<file path="config.mk">
export PLATFORM = sky130hd
export DESIGN_NAME = dist_uart_framer_flat
export DESIGN_NICKNAME = d
export VERILOG_FILES = /design/src/rtl/ultra_pkg.sv /design/src/rtl/dist_uart_framer_if.sv /design/src/rtl/dist_uart_framer_tx.sv /design/src/rtl/dist_uart_framer.sv /design/src/flat_wrapper.sv
export SDC_FILE = /design/constraint.sdc
export NUM_CORES = 1
export LEC_CHECK = 0
export ABC_AREA = 0
export CAP_MARGIN = 10
export CORE_MARGIN = 8
export CORE_UTILIZATION = 35
export CTS_BUF_LIST = sky130_fd_sc_hd__clkbuf_8
export CTS_CLUSTER_DIAMETER = 60
export CTS_CLUSTER_SIZE = 16
export DETAILED_ROUTE_END_ITERATION = 10
export PLACE_DENSITY_LB_ADDON = 0.15
export SLEW_MARGIN = 5
export SYNTH_ARGS = -nofsm -noshare
export SYNTH_HDL_FRONTEND = slang
export SYNTH_SLANG_ARGS = --single-unit
export TNS_END_PERCENT = 1
</file>
<file path="constraint.sdc">
create_clock -name clk -period 5.7 [get_ports clk]
set_clock_uncertainty 0.2 [all_clocks]
set_input_delay 1.14 -clock clk [delete_from_list [all_inputs] [get_ports clk]]
set_output_delay 1.14 -clock clk [all_outputs]
set_load 0.01 [all_outputs]
</file>
<file path="src/rtl/ultra_pkg.sv">
// ultra_pkg: shared ASCII constants, default baud divisor, FSM states and digit-select helper
package ultra_pkg;
  localparam logic [7:0] ASCII_ZERO = 8'h30;
  localparam logic [7:0] ASCII_CR = 8'h0D;
  localparam logic [7:0] ASCII_LF = 8'h0A;
  localparam int unsigned DEFAULT_CLKS_PER_BIT = 1250;
  typedef enum logic [2:0] {IDLE, START, DATA, STOP, NEXT} state_t;
  function automatic logic [2:0] first_sig(input logic [7:0] a, input logic [7:0] b, input logic [7:0] c);
    return a != ASCII_ZERO ? 3'd0 : b != ASCII_ZERO ? 3'd1 : c != ASCII_ZERO ? 3'd2 : 3'd3;
  endfunction
endpackage

</file>
<file path="src/rtl/dist_uart_framer_if.sv">
// dist_uart_framer_if: digit/load request bundle and tx/busy/done status of the framer
interface dist_uart_framer_if;
  logic [7:0] d1;
  logic [7:0] d2;
  logic [7:0] d3;
  logic [7:0] d4;
  logic load;
  logic tx;
  logic busy;
  logic done;
  modport master (output d1, d2, d3, d4, load, input tx, busy, done);
  modport slave (input d1, d2, d3, d4, load, output tx, busy, done);
endinterface

</file>
<file path="src/rtl/dist_uart_framer_tx.sv">
// uart_byte_tx: 8N1 byte serialiser; start+data in, tx/ready/last (final stop cycle) out
module uart_byte_tx import ultra_pkg::*; #(
  parameter int unsigned CLKS_PER_BIT = DEFAULT_CLKS_PER_BIT
) (
  input  logic       clk,
  input  logic       rst_n,
  input  logic       start,
  input  logic [7:0] data,
  output logic       tx,
  output logic       ready,
  output logic       last
);
  localparam int CW = $clog2(CLKS_PER_BIT);
  localparam logic [CW-1:0] TOP = CW'(CLKS_PER_BIT - 1);
  state_t st, nxt;
  logic [CW-1:0] cnt;
  logic [2:0] bitn;
  logic [7:0] sh;
  logic tick, take;
  assign tick = cnt == TOP;
  assign ready = st == IDLE;
  assign last = st == STOP && tick;
  assign take = start && (st == IDLE || last);
  assign tx = st == START ? 1'b0 : st == DATA ? sh[0] : 1'b1;
  always_comb begin
    nxt = st;
    case (st)
      IDLE: nxt = start ? START : IDLE;
      START: nxt = tick ? DATA : START;
      DATA: nxt = tick && bitn == 3'd7 ? STOP : DATA;
      STOP: nxt = tick ? NEXT : STOP;
      default: nxt = IDLE;
    endcase
    if (nxt == NEXT) nxt = start ? START : IDLE;
  end
  always_ff @(posedge clk) begin
    if (!rst_n) begin
      st <= IDLE;
      cnt <= '0;
      bitn <= '0;
      sh <= '0;
    end else begin
      st <= nxt;
      cnt <= st == IDLE || tick ? '0 : cnt + 1'b1;
      bitn <= st == START ? 3'd0 : st == DATA && tick && bitn != 3'd7 ? bitn + 3'd1 : bitn;
      sh <= take ? data : st == DATA && tick ? sh >> 1 : sh;
    end
  end
endmodule

</file>
<file path="src/rtl/dist_uart_framer.sv">
// dist_uart_framer: sends ASCII distance d1..d4 (leading zeros suppressed, optional CR/LF) over 8N1 UART
module dist_uart_framer import ultra_pkg::*; #(
  parameter int unsigned CLKS_PER_BIT = DEFAULT_CLKS_PER_BIT,
  parameter int SEND_CRLF = 1
) (
  input logic clk,
  input logic rst_n,
  dist_uart_framer_if.slave bus
);
  localparam logic [2:0] LAST_IDX = SEND_CRLF != 0 ? 3'd5 : 3'd3;
  logic [7:0] s1, s2, s3, s4, cur;
  logic [2:0] idx, nidx;
  logic pend, ready, last, more, start, accept;
  assign more = idx != LAST_IDX;
  assign nidx = last && more ? idx + 3'd1 : idx;
  assign cur = nidx == 3'd0 ? s1 : nidx == 3'd1 ? s2 : nidx == 3'd2 ? s3 :
               nidx == 3'd3 ? s4 : nidx == 3'd4 ? ASCII_CR : ASCII_LF;
  assign start = pend || (last && more);
  assign accept = bus.load && ready && !pend;
  assign bus.busy = !ready;
  assign bus.done = last && !more;
  always_ff @(posedge clk) begin
    if (!rst_n) begin
      pend <= 1'b0;
      idx <= '0;
      s1 <= '0;
      s2 <= '0;
      s3 <= '0;
      s4 <= '0;
    end else begin
      pend <= accept;
      idx <= accept ? first_sig(bus.d1, bus.d2, bus.d3) : nidx;
      s1 <= accept ? bus.d1 : s1;
      s2 <= accept ? bus.d2 : s2;
      s3 <= accept ? bus.d3 : s3;
      s4 <= accept ? bus.d4 : s4;
    end
  end
  uart_byte_tx #(.CLKS_PER_BIT(CLKS_PER_BIT)) u_tx (
    .clk(clk),
    .rst_n(rst_n),
    .start(start),
    .data(cur),
    .tx(bus.tx),
    .ready(ready),
    .last(last)
  );
endmodule

</file>
<file path="src/flat_wrapper.sv">
// flat-port wrapper written by rule: the top's interface ports become plain ports
module dist_uart_framer_flat import ultra_pkg::*;
#(
  parameter int unsigned CLKS_PER_BIT = DEFAULT_CLKS_PER_BIT,
  parameter int SEND_CRLF = 1
)
  (clk, rst_n, bus_d1, bus_d2, bus_d3, bus_d4, bus_load, bus_tx, bus_busy, bus_done);
  dist_uart_framer_if bus_i ();
  input logic clk;
  input logic rst_n;
  input wire logic [$bits(bus_i.d1)-1:0] bus_d1;
  input wire logic [$bits(bus_i.d2)-1:0] bus_d2;
  input wire logic [$bits(bus_i.d3)-1:0] bus_d3;
  input wire logic [$bits(bus_i.d4)-1:0] bus_d4;
  input wire logic [$bits(bus_i.load)-1:0] bus_load;
  output wire logic [$bits(bus_i.tx)-1:0] bus_tx;
  output wire logic [$bits(bus_i.busy)-1:0] bus_busy;
  output wire logic [$bits(bus_i.done)-1:0] bus_done;
  assign bus_i.d1 = bus_d1;
  assign bus_i.d2 = bus_d2;
  assign bus_i.d3 = bus_d3;
  assign bus_i.d4 = bus_d4;
  assign bus_i.load = bus_load;
  assign bus_tx = bus_i.tx;
  assign bus_busy = bus_i.busy;
  assign bus_done = bus_i.done;
  dist_uart_framer #(.CLKS_PER_BIT(CLKS_PER_BIT), .SEND_CRLF(SEND_CRLF)) u_core (.clk(clk), .rst_n(rst_n), .bus(bus_i));
endmodule
</file>
==> Word-level counts from Yosys, hierarchy flattened <==
Index checks and enable logic that the tools add are counted.
{ "totals": {"elab_cells": 69, "ff_bits": 61} }
{ "classes": {"n_eq_ne": 15, "reduce_logical": 20, "n_bitwise": 1, "n_addsub": 3, "muxes": 20} }
{ "op_table": {"columns": ["op", "n"], "rows": [
  ["8-bit two-way mux", 6],
  ["8-bit by 6-bit inequality test with 1-bit output (second input constant)", 3],
  ["3-bit two-way mux", 7],
  ["3-bit by 2-bit equality test with 1-bit output (second input constant)", 4],
  ["3-bit one-hot mux with 4 select lines", 1],
  ["11-bit by 1-bit adder with 11-bit output (second input constant)", 1],
  ["11-bit equality test (second input constant)", 1],
  ["3-bit equality test (second input constant)", 3],
  ["1-bit logical AND", 9],
  ["3-bit by 1-bit adder with 3-bit output (second input constant)", 2],
  ["3-bit by 1-bit equality test with 1-bit output (second input constant)", 2],
  ["3-bit zero test", 2],
  ["3-bit inequality test (second input constant)", 2],
  ["1-bit two-way mux", 5],
  ["2-bit OR reduction", 2],
  ["1-bit zero test", 3],
  ["1-bit logical OR", 3],
  ["2-bit two-way mux", 1],
  ["2-bit nonzero test", 1],
  ["1-bit NOT", 1]
]} }

==> Longest topological paths before layout <==
{ "logic_depth": {"ltp_word": 11, "mapped_depth": 10, "depth_no_buf": 8} }

==> By module <==
A second synthesis with hierarchy kept.
{ "unflattened": {"hier_cells": 288, "hier_area_um2": 2831.5} }
{ "by_module_without_submodules": {"columns": ["module", "n_inst", "area_per_inst_um2", "cells_each"], "rows": [
  ["dist_uart_framer", 1, 1584.0, 154],
  ["uart_byte_tx", 1, 1247.4, 134]
]} }

==> Worst setup path before layout <==
No wires, ideal clock.
{ "synth_timing": {"path_kind": "register -> output", "start": "register u_core.u_tx.cnt[8]", "end": "output bus_done", "n_path_buf": 0, "arrival_time_ns": 1.659, "slack_ns": 2.701, "stages_incl_launch_ff": 4, "cell_sequence": "dfxtp_1 or4_4 or4_2 nor2_1"} }
{ "synth_via": {"elab_chain_cells": 3} }
{ "synth_lines": {"columns": ["item", "line", "text"], "rows": [
  ["start, declared", "dist_uart_framer_tx.sv:16", "logic [CW-1:0] cnt;"],
  ["start signal, assigned", "dist_uart_framer_tx.sv:44", "cnt <= st == IDLE || tick ? '0 : cnt + 1'b1;"],
  ["11-bit equality test", "dist_uart_framer_tx.sv:20", "assign tick = cnt == TOP;"],
  ["1-bit logical AND", "dist_uart_framer_tx.sv:22", "assign last = st == STOP && tick;"],
  ["1-bit logical AND", "dist_uart_framer.sv:21", "assign bus.done = last && !more;"],
  ["end, declared", "flat_wrapper.sv:18", "output wire logic [$bits(bus_i.done)-1:0] bus_done;"]
]} }
No other way between the ends.

==> Worst setup path after layout <==
{ "layout_timing": {"start": "register u_core.u_tx.cnt[0]", "end": "output bus_done"} }
The elaborated chain is that of the path after synthesis.

==> flow_metrics.env <==
export IMPL_wirelength_mm=7.944
export IMPL_ir_worst_vdd_mv=0.09668
export IMPL_path_cells="ha_1 -> nand4b_1 -> or4_2 -> nor2_1 -> clkdlybuf4s50_1"
export IMPL_final_setup_tns_ns=0
export IMPL_grtUsageTotal_pct=13.14
export IMPL_cts_root_buf="clkbuf_8"
export IMPL_period_needed_ns=3.948
export IMPL_crit_fanout=6
export IMPL_end_kind="primary output"
export IMPL_final_common_cell="nand2_1"
export IMPL_seqPwrFrac_pct=51.8
export IMPL_path_buf_inv=1
export IMPL_synth_seq_cells=61
export IMPL_grt_max_degree=36
export IMPL_powerDensity_nw_per_um2=232.3
export IMPL_io_buffers=37
export IMPL_slew_violations=0
export IMPL_final_cell_mix="76 x nand2_1, 61 x dfxtp_1, 43 x a21oi_1"
export IMPL_drtIter0Drc=111
export IMPL_drc=0
export IMPL_num_vias=2686
export IMPL_switching_power_mw=0.2113
export IMPL_combPwrFrac_pct=8.7
export IMPL_cts_tree="done"
export IMPL_final_antenna_net_count=0
export IMPL_rows=34
export IMPL_slew_headroom_pct=42.97
export IMPL_numCtsBuffers=9
export IMPL_hold_violations=0
export IMPL_ff2ff_path_depth=7
export IMPL_path_class="reg -> out"
export IMPL_worst_pin_slew_ns=0.8316
export IMPL_fmax_mhz=253.3
export IMPL_first_pass_iters=4
export IMPL_avgSynthCellArea_um2=8.182
export IMPL_nets=456
export IMPL_cp_slowest_stage_delay_ns=0.74
export IMPL_dp_hpwl_mm=5.912
export IMPL_synth_async_reset_ratio_pct=0
export IMPL_num_io_pins=38
export IMPL_cap_violations=0
export IMPL_overflow=0
export IMPL_critPathTopFamily="simple AND/OR/NAND/NOR gates"
export IMPL_die_h_um=110.7
export IMPL_cell_internal_pwr_mw=0.6551
export IMPL_switching_share_pct=24.39
export IMPL_synth_edf_count=0
export IMPL_start_util_pct=36.03
export IMPL_path_clk_slew_ns=0.07
export IMPL_antenna_found_initial=0
export IMPL_setup_violations=0
export IMPL_leakagePower_nw=1.265
export IMPL_hold_slack_ns=0.2546
export IMPL_cts_setup_buffers=0
export IMPL_synth_ff_type="dfxtp_1"
export IMPL_synth_warnings=0
export IMPL_critPathSlowestCell="or4_2"
export IMPL_required_ns=4.36
export IMPL_cp_start_kind="register"
export IMPL_place_gp_congestion=0.7759
export IMPL_core_area_um2=8721
export IMPL_htree_levels=3
export IMPL_synthDistinctLibCells=58
export IMPL_rsz0062_at_grt="no"
export IMPL_drive_gt1_share_pct=9.524
export IMPL_power_total_mw=0.8664
export IMPL_clkPwrFrac_pct=39.5
export IMPL_hold_depth=2
export IMPL_routedWlPerCell_um=15.05
export IMPL_period_share_pct=69.26
export IMPL_area_delta_synth_final_pct=18.72
export IMPL_worstPathArrival_ns=2.61
export IMPL_synth_nets=425
export IMPL_synthCells=384
export IMPL_grt_pass1_wl_mm=13.34
export IMPL_antennaDiodeCount=0
export IMPL_cp_depth=5
export IMPL_status="completed"
export IMPL_netlist_area_um2=3142
export IMPL_vias_per_cell=5.087
export IMPL_hold_class="reg -> reg"
export IMPL_cts_sinks=61
export IMPL_hold_buffers=0
export IMPL_cts_resized=0
export IMPL_clock_latency_ns=0.33
export IMPL_dieArea_um2=12260
export IMPL_grt_pass1_vias=2676
export IMPL_yosysSeqAreaShare_pct=38.87
export IMPL_die_width_um=110.7
export IMPL_clockBufferDepth=2
==> area by class of cell <==
class	instances	area, um2
clock inverters	5	26.28
fillers	906	4991
well taps	108	135.1
multi-input cells	292	1765
repair buffers	39	385.4
flip-flops and latches	61	1221
inverters	12	45.04
clock buffers	11	151.4
==> metrics by stage <==
step | cells | setup WS [ns] | util, % | instance area, um2
2_1_floorplan | 384 | 2.701 | - | 3142
3_3_place_gp | 512 | 2.124 | 40.73 | 3552
3_5_place_dp | 512 | 2.100 | 40.73 | 3552
4_1_cts | 528 | 1.718 | 42.77 | 3730
5_1_grt | 528 | 1.555 | 42.77 | 3730
6_report | 528 | 1.752 | 42.77 | 3730
==> registers in the layout, summed over array words and instances, names as in the netlist <==
signal / cells
u_core.idx: 3
u_core.s4: 8
u_core.u_tx.cnt: 11
u_core.pend: 1
u_core.s2: 8
u_core.u_tx.sh: 8
u_core.u_tx.st: 3
u_core.s1: 8
u_core.s3: 8
u_core.u_tx.bitn: 3
==> worst paths after layout <==
| path | from | to | slack [ns] |
|---|---|---|---|
| worst max-delay path | u_core.u_tx.cnt[0] | bus_done | 1.75 |
| worst min-delay path | u_core.s2[6] | u_core.s2[6] | 0.25 |
| worst max register to register | u_core.idx[0] | u_core.u_tx.sh[3] | 2.45 |
| worst min register to register | u_core.s2[6] | u_core.s2[6] | 0.25 |
==> worst min-delay path, cell delays in order, from the launching register on <==
cell and delay (ns):
dfxtp_1 0.31, nand2_1 0.05, a21oi_1 0.05
==> power groups by stage <==
stage	clock [mW]	sequential [mW]	combinational, mW
after detailed placement	0	0.458	0.0758
after global placement	0	0.458	0.0757
after global routing	0.373	0.450	0.0843
after floorplan	0	0.455	0.0412
final	0.342	0.449	0.0756
after CTS	0.355	0.449	0.0760
==> layer usage <==
metal,track usage (%),wire length [um]
met4,5.676,108
met2,20.79,3618
met1,16.53,3865
met5,0,0
met3,3.139,353
==> cell families after synthesis <==
group,after synthesis,share of synthesized area [%]
AO/OA/AOI/OAI,97,18.76
buffers and inverters,31,5.097
other,1,0.1194
flip-flops,61,38.87
adder cells (fa/ha/maj),6,2.389
XOR/XNOR,11,3.066
multiplexers,9,3.027
AND/OR/NAND/NOR,168,28.67
==> Yosys cell counts, drive strengths merged, types with 6 or more instances <==
master / n / share of area (%)
o21ai: 21 / 3.3
nand3: 13 / 2.5
inv: 12 / 1.4
nor4: 8 / 3.5
o22ai: 6 / 1.2
xnor2: 6 / 1.7
nor2: 31 / 3.9
nor3: 7 / 1.5
clkbuf: 16 / 2.2
a21oi: 43 / 6.8
nand2: 77 / 9.4
dfxtp: 61 / 39
ha: 6 / 2.4
Power figures use the tool's default switching activity.
